File: config.mk
export PLATFORM = sky130hd
export DESIGN_NAME = icache
export DESIGN_NICKNAME = d
export VERILOG_FILES = /design/src/rtl/icache.sv
export SDC_FILE = /design/constraint.sdc
export NUM_CORES = 1
export LEC_CHECK = 0
export BUFFER_PORTS_ARGS = -buffer_cell sky130_fd_sc_hd__buf_2
export CAP_MARGIN = 40
export CORE_UTILIZATION = 56
export DETAILED_ROUTE_END_ITERATION = 8
export PLACE_DENSITY_LB_ADDON = 0.05
export REMOVE_ABC_BUFFERS = 1
export SKIP_CTS_REPAIR_TIMING = 1
export SYNTH_ARGS = -nofsm -noshare
export SYNTH_HDL_FRONTEND = slang
export SYNTH_SLANG_ARGS = --single-unit
export TNS_END_PERCENT = 10
File: constraint.sdc
create_clock -name CLK -period 5.4 [get_ports CLK]
set_input_delay 0 -clock CLK [delete_from_list [all_inputs] [get_ports CLK]]
set_output_delay 0 -clock CLK [all_outputs]
set_load 0.1 [all_outputs]
File: src/rtl/icache.sv
// Direct-mapped instruction cache: 16 one-word frames with a blocking miss FSM.
// Hits are returned combinationally in IDLE; a miss fills one word from memory.
module icache (
  input  logic        CLK,
  input  logic        nRST,
  input  logic        imemREN,
  input  logic [31:0] imemaddr,
  output logic        ihit,
  output logic [31:0] imemload,
  output logic        iREN,
  output logic [31:0] iaddr,
  input  logic        iwait,
  input  logic [31:0] iload
);

  localparam int unsigned WORD_W   = 32;
  localparam int unsigned IDX_W    = 4;
  localparam int unsigned TAG_W    = 26;
  localparam int unsigned N_FRAMES = 16;

  typedef enum logic {IDLE, FETCH} state_t;

  state_t                  state;
  logic [WORD_W-1:0]       miss_addr;
  logic [N_FRAMES-1:0]     valid;
  logic [TAG_W-1:0]        tags  [N_FRAMES];
  logic [WORD_W-1:0]       data  [N_FRAMES];

  logic [IDX_W-1:0]        req_idx;
  logic [TAG_W-1:0]        req_tag;
  logic [IDX_W-1:0]        miss_idx;
  logic                    hit_c;
  logic                    unused_bits;

  assign req_idx     = imemaddr[5:2];
  assign req_tag     = imemaddr[31:6];
  assign miss_idx    = miss_addr[5:2];
  // Byte offset never selects anything in a word-wide frame.
  assign unused_bits = ^{imemaddr[1:0]};

  assign hit_c = (state == IDLE) && imemREN && valid[req_idx] &&
                 (tags[req_idx] == req_tag);

  assign ihit     = hit_c;
  assign imemload = hit_c ? data[req_idx] : WORD_W'(0);
  assign iREN     = (state == FETCH);
  assign iaddr    = (state == FETCH) ? miss_addr : WORD_W'(0);

  // Miss FSM and frame fill; tag/data arrays are masked by valid after reset.
  always_ff @(posedge CLK) begin
    if (!nRST) begin
      state     <= IDLE;
      miss_addr <= WORD_W'(0);
      valid     <= N_FRAMES'(0);
    end else begin
      case (state)
        IDLE: begin
          if (imemREN && !hit_c) begin
            miss_addr <= {imemaddr[31:2], 2'b00};
            state     <= FETCH;
          end
        end
        FETCH: begin
          if (!iwait) begin
            valid[miss_idx] <= 1'b1;
            tags[miss_idx]  <= miss_addr[31:6];
            data[miss_idx]  <= iload;
            state           <= IDLE;
          end
        end
        default: state <= IDLE;
      endcase
    end
  end

endmodule

==> results of run 1 <==
[final cells by class]
| type | instances | area [um2] | share of cell area, % |
|---|---|---|---|
| Sequential cell | 975 | 28800 | 65.7 |
| Multi-Input combinational cell | 666 | 8830 | 20.1 |
| Clock buffer | 129 | 2690 | 6.14 |
| Timing Repair Buffer | 246 | 1950 | 4.46 |
| Tap cell | 873 | 1090 | 2.49 |
| Clock inverter | 52 | 425 | 0.970 |
| Inverter | 10 | 40.0 | 0.0913 |
| Antenna cell | 1 | 2.50 | 0.00571 |
[Yosys cell counts (18+ instances only)]
| cell type | count |
|---|---|
| clkbuf_1 | 43 |
| nand2_1 | 20 |
| nor2b_1 | 71 |
| xnor2_1 | 18 |
| edfxtp_1 | 928 |
| dfxtp_1 | 47 |
| nor2_1 | 31 |
| mux4_2 | 256 |
| buf_2 | 30 |
| a21o_1 | 18 |
| and2_1 | 33 |
| mux2i_1 | 73 |
[per-stage QoR]
stage	total power (W)	TNS [ns]	hold slack (ns)
finish	0.0157	0	0.0380
global route	0.0162	0	0.0381
detailed placement	0.00931	0	0.310
global placement	0.00929	0	0.290
CTS	0.0158	0	-0.358
floorplan	0.00894	-226.23	0.0989
[cell families after synthesis]
kind of cell           count (synthesis)  share of synthesized area, %
AO/OA/AOI/OAI                         87                          1.74
XOR/XNOR                              27                         0.622
buffers and inverters                103                          1.35
flip-flops                           975                          75.8
multiplexers                         337                          17.3
other                                  1                       0.00986
AND/OR/NAND/NOR                      213                          3.20
[critical path: stages]
cell and delay [ns]:
buf_6 0.32, buf_16 0.32, buf_12 0.35, mux4_2 0.37, mux4_2 0.48, xor2_1 0.19, or4_1 0.49, nor4_1 0.26
nand4_1 0.34, buf_4 0.37, nor2b_1 0.15, buf_2 0.43
[how the worst max path moves through the flow]
| stage | start | to |
|---|---|---|
| floorplan | iREN | data[0][0] |
| global route | imemaddr[2] | imemload[30] |
| CTS | imemaddr[4] | imemload[30] |
| finish | imemaddr[4] | imemload[9] |
| detailed placement | imemaddr[4] | imemload[30] |
| global placement | imemaddr[4] | imemload[11] |
[state kept, by name, indices dropped and copies added, names as in the netlist]
signal	count
data	512
iREN	1
miss_addr	30
tags	416
valid	16
[report_power, final]
group	internal, W	total, W	switching [W]	leakage, nW
sequential	0.00831	0.00838	0.0000626	9.02
combinational	0.000348	0.000804	0.000455	4.16
clock	0.00383	0.00657	0.00274	1.54
total	0.0125	0.0157	0.00326	14.7
[per-layer routing]
layer	vias up	wire length (um)	global-route usage [%]	part of all wire (%)
met2	640	42200	40.6	49
met1	9972	37600	37.6	44
met4	4	1590	6.77	1.8
met5	-	18	0	0.021
li1	7799	-	-	-
met3	111	4970	4.01	5.7
[layout by cell type, fill, tap and decap left out, drive strengths merged, types with 4 or more instances in the layout]
master / n
o22ai: 7
inv: 10
xnor2: 18
and2: 33
a22oi: 5
nor3: 9
a21oi: 6
o21ai: 6
buf: 186
nor2: 31
o211ai: 4
mux2i: 73
nor4: 6
nand3: 10
a221o: 5
dlygate4sd3: 59
nand2b: 8
xor2: 9
a221oi: 4
a31oi: 4
clkbuf: 130
bufinv: 7
mux2: 8
a211oi: 7
nor2b: 71
a21o: 18
dfxtp: 47
mux4: 256
nand4: 5
edfxtp: 928
clkinv: 42
a2111oi: 4
nand2: 20
==> impl_results.md, run 1 <==
* Clock latency on the worst-skew pair at 0.63 ns
* Count of unique library cells instantiated by Yosys at 61
* Num CTS Buffers at 98
* Main synth FF type: edfxtp_1
* Global-route wire length before repair at 126,000 um
* WL final at 86,400 um
* R2r startpoint: tags[11][13]
* Total track usage at 25.6%
* Placed cells at 2,711
* Vias at 18,500
* Clk sinks at 975
* Largest net degree at the start of global routing at 73
* Area delta synth->final at 15.3%
* Part of the cycle the worst path needs at 78.3%
* Hold endpoint: iREN
* Post-DRT Antenna Nets at 0
* Initial drt markers at 1,744
* Syn Std Cell Area at 38,000 um2
* #FFs+latches synth at 975
* Worst Hold Launch: imemREN
* Reg-to-reg endpoint: miss_addr[11]
* RePlAce Congestion at 0.842
* Top cells by area, synth: edfxtp_1 (73%), mux4_2 (15%), dfxtp_1 (2.5%), mux2i_1 (1.9%), nor2b_1 (1.2%)
* Post-synthesis sequential area ratio at 75.8%
* Hold Path Class: input pin to register
* Final Util at 65.3%
* PD cells at 359 nW/um2
* Max Root-Sink Buffers at 3
* Non-Filler Instances at 2,952
* IO Port Bufs at 129
* CTS tree: done
* Critical Path End Type: output port
* Post-synthesis cell count at 1,743
* Post-Syn Area per Cell at 21.8 um2
* Number of vias per cell at 6.28
* Die width at 263 um
* I/O pins at 134
* Synth area leader: edfxtp_1
* Max-cap violations at 0
* Endpoints failing hold at 0
* Drt drc at 0
* CP Max Fanout at 53
* Pleak at 14.7 nW
* CP required at 5.40 ns
* Core Region at 67,200 um2
* Asr flop ratio synth at 0%
* Worst Setup Path Type: input pin to output port
* Fill count at 4,445
* Rel. slew slack at 40.9%
* Number of placement rows at 95
* Grt total ovfl at 0
* RSZ-0062 raised after global routing: no
* Die ar. at 68,900 um2
* Number of synthesized flops with an enable pin at 928
* Clk pin slew, worst setup/hold paths at 0.06 ns
* Syn. warnings at 0
* Initial Utilization at 56.6%
* Placed Area at 40,100 um2
* Fmax at 236 MHz
* Number of global-route vias before repair at 18,700
* Die height at 263 um
* Hold Path Stages at 4
* Worst-Margin Slew at 0.884 ns
* Final WS setup at 1.17 ns
* Synth top area share at 73.3%
* Peak VDD IR at 0.275 mV
* Crit path DAT at 4.23 ns
* Final Setup Violations at 0
* Reg2reg setup slack at 1.84 ns
* Share of cells above drive strength 1 at 29.6%
* Final-stage net count at 2,065
* Reg2reg path depth at 10
* H-tree depth at 3
* Status: finished clean
* Crit path time final at 4.23 ns
* Detailed Routing Iterations Pass 1 at 5
* Critical path launch point type: input pin
* Routed WL per cell at 29.3 um
* Clk_skew at 0.0161 ns
* Dpl hpwl at 46,300 um
* Initial antenna violation count at 3
* Place WS at 1.13 ns
* Final Cell Area at 43,800 um2
* Final Slew Violations at 0
* Root buf cell: clkbuf_16
Note: power is estimated with default switching activity, not from simulation.
==> run 2, diff against run 1 <==
--- a/config.mk
+++ b/config.mk
@@ -7,7 +7,7 @@
 export LEC_CHECK = 0
 export BUFFER_PORTS_ARGS = -buffer_cell sky130_fd_sc_hd__buf_2
 export CAP_MARGIN = 40
-export CORE_UTILIZATION = 56
+export CORE_UTILIZATION = 62
 export DETAILED_ROUTE_END_ITERATION = 8
 export PLACE_DENSITY_LB_ADDON = 0.05
 export REMOVE_ABC_BUFFERS = 1
==> constraint.sdc (replaced) <==
create_clock -name CLK -period 3.9 [get_ports CLK]
set_input_delay 0 -clock CLK [delete_from_list [all_inputs] [get_ports CLK]]
set_output_delay 0 -clock CLK [all_outputs]
set_load 0.1 [all_outputs]
==> impl_results.md, run 2 (synthesis gave the netlist of run 1 again) <==
* Status: finished with violations
* Failing checks: negative setup slack
* Crit path top cell by count: buf_12
* P_int at 0.0173 W (+39%)
* Switching Share at 20.5% (-0.23 points)
* Rel. slew slack at 45.7% (+4.7 points)
* Final Cell Area at 44,500 um2 (+1.5%)
* Pleak at 15.0 nW (+1.7%)
* Largest regs: data x512, tags x416, miss_addr x30
* Combinational group share of total power at 5.2% (about the same)
* Largest net degree at the start of global routing at 53 (-27%)
* Global-route wire length before repair at 126,000 um (-0.27%)
* Max Root-Sink Buffers at 3 (unchanged)
* Initial antenna violation count at 2 (-1)
* Clock latency on the worst-skew pair at 0.64 ns (about the same)
* Crit-path slowest cell: a2111oi_0
* Non-Filler Instances at 2,865 (-2.9%)
* Number of vias per cell at 6.58 (+4.8%)
* Clk sinks at 975 (unchanged)
* CP Max Fanout at 20 (-62%)
* Clk pin slew, worst setup/hold paths at 0.06 ns (about the same)
* PD cells at 490 nW/um2 (+36%)
* Num CTS Buffers at 96 (-2.0%)
* Hold Path Class: input pin to register
* Final WS setup at -0.0524 ns (-1.22 ns)
* Post-DRT Antenna Nets at 0 (unchanged)
* CP Cell Sequence: mux4_2, o211ai_1, nor2_1, a2111oi_0, nand4b_1, nor4b_1, nand4_1, buf_4, buf_12, nor2b_4, buf_12
* Placed cells at 2,639 (-2.7%)
* Sequential share of power at 53.2% (about the same)
* Total track usage at 28.2% (+2.6 points)
* Endpoints failing hold at 0 (unchanged)
* Place WS at 0.0637 ns (-1.07 ns)
* Initial drt markers at 1,777 (+1.9%)
* Grt total ovfl at 0 (unchanged)
* WL final at 86,200 um (-0.25%)
* Drt drc at 0 (unchanged)
* Routed WL per cell at 30.1 um (+2.8%)
* Antenna cells at 0 (-1)
* Share of cells above drive strength 1 at 31.4% (+1.8 points)
* Most common cell after layout, fill and taps aside: edfxtp_1
* Fill count at 3,380 (-24%)
* Number of flip-flops in the largest register at 512 (unchanged)
* Core Region at 60,500 um2 (-10%)
* I/O pins at 134 (unchanged)
* Placed Area at 40,600 um2 (+1.1%)
* Final-stage net count at 2,084 (+0.92%)
* Max-cap violations at 0 (unchanged)
* Die ar. at 62,300 um2 (-9.6%)
* Peak VDD IR at 0.450 mV (+64%)
* Part of the cycle the worst path needs at 101%
* Number of global-route vias before repair at 19,200 (+3.0%)
* Worst-Margin Slew at 0.815 ns (-0.0686 ns)
* Crit path time final at 3.95 ns
* Die width at 250 um (-4.9%)
* Crit path buf inv count at 3 (-2)
* Critical Path End Type: output port
* CP max stage delay at 0.50 ns (about the same)
* Worst Setup Path Type: register to output port
* Clk_skew at 0.0191 ns (+0.00298 ns)
* IO Port Bufs at 129 (unchanged)
* Critical path launch point type: register
* Area delta synth->final at 17.0%
* Clk pwr share at 41.5% (-0.2 points)
* Initial Utilization at 62.9% (+6.3 points)
* Register with the most flip-flops: data
* Final Slew Violations at 0 (unchanged)
* Most frequent cells in the layout: edfxtp_1 (928), mux4_2 (256), clkbuf_16 (100)
* Die height at 250 um (-4.9%)
* Root buf cell: clkbuf_16
* CP required at 3.90 ns (-1.50 ns)
* Switch Pwr at 0.00446 W (+37%)
* Vias at 18,800 (+1.7%)
* RePlAce Congestion at 0.859 (+2.0%)
* Number of placement rows at 90 (-5.3%)
* Fmax at 253 MHz
* Register area at 28,800 um2 (about the same)
* Detailed Routing Iterations Pass 1 at 5 (unchanged)
* Dpl hpwl at 46,200 um (-0.15%)
* Footprint of the multi-input gates at 9070 um2 (+2.8%)
* CTS tree: done
* H-tree depth at 3 (unchanged)
* Crit path max-delay family: simple AND/OR/NAND/NOR gates
* Final Setup Violations at 31 (+31)
* Setup_tns at -0.742 ns (-0.742 ns)
* Crit path DAT at 3.95 ns (-0.28 ns)
==> run 2: changes by cell type in the layout (fill, tap and decap cells not counted), moves of 5 or more <==
cell	change
buf_16	-5
buf_2	-33
nor2b_4	+32
clkinv_1	-6
clkinv_2	-9
buf_4	+22
buf_12	+36
clkbuf_8	-6
nor2b_1	-32
==> run 2: final timing paths <==
check,cells past startpoint,slack [ns],endpoint,startpoint
worst max register to register,10,0.65,miss_addr[11],tags[7][23]
worst min register to register,1,0.45,valid[9],valid[9]
worst max-delay path,11,-0.05,imemload[4],tags[10][4]
worst min-delay path,3,0.04,miss_addr[4],imemaddr[4]
==> run 2: routing by layer <==
metal	vias up	wire [um]	track usage, %
met5	-	22	0
met4	4	1510	7.41
met3	130	6900	4.83
met2	834	42800	45.2
met1	10000	35000	40.9
li1	7826	-	-
==> run 2: worst reg2reg max path: stages, from the launching register on <==
cell and delay, ns:
edfxtp_1 0.36, mux4_2 0.48, mux2i_1 0.17, mux2i_1 0.12
xnor2_1 0.40, or4b_1 0.55, nor4b_2 0.38, a31oi_4 0.16
buf_4 0.25, mux2i_1 0.20, nor2b_1 0.07
==> run 2: cell type report <==
type,count,area share (%)
clock inverter,39,1.01
multi-input combinational,666,20.4
clock buffer,126,5.84
tap,782,2.20
sequential,975,64.7
inverter,10,0.0900
timing repair buffer,267,5.74
==> run 2: through the flow <==
step / hold WS, ns / utilization, % / power (W)
floorplan: 0.0989 / - / 0.0124
global placement: 0.286 / 67.1 / 0.0129
detailed placement: 0.303 / 67.1 / 0.0129
CTS: -0.362 / 72.1 / 0.0218
global route: 0.0118 / 73.6 / 0.0224
finish: 0.0376 / 73.6 / 0.0218
==> run 2: power by group through the flow <==
| stage | logic (W) | clock network [W] | registers (W) |
|---|---|---|---|
| after floorplan | 0.000575 | 0 | 0.0118 |
| after global placement | 0.00105 | 0 | 0.0118 |
| after detailed placement | 0.00107 | 0 | 0.0118 |
| after CTS | 0.00108 | 0.00917 | 0.0116 |
| after global routing | 0.00121 | 0.00956 | 0.0116 |
| final | 0.00114 | 0.00905 | 0.0116 |
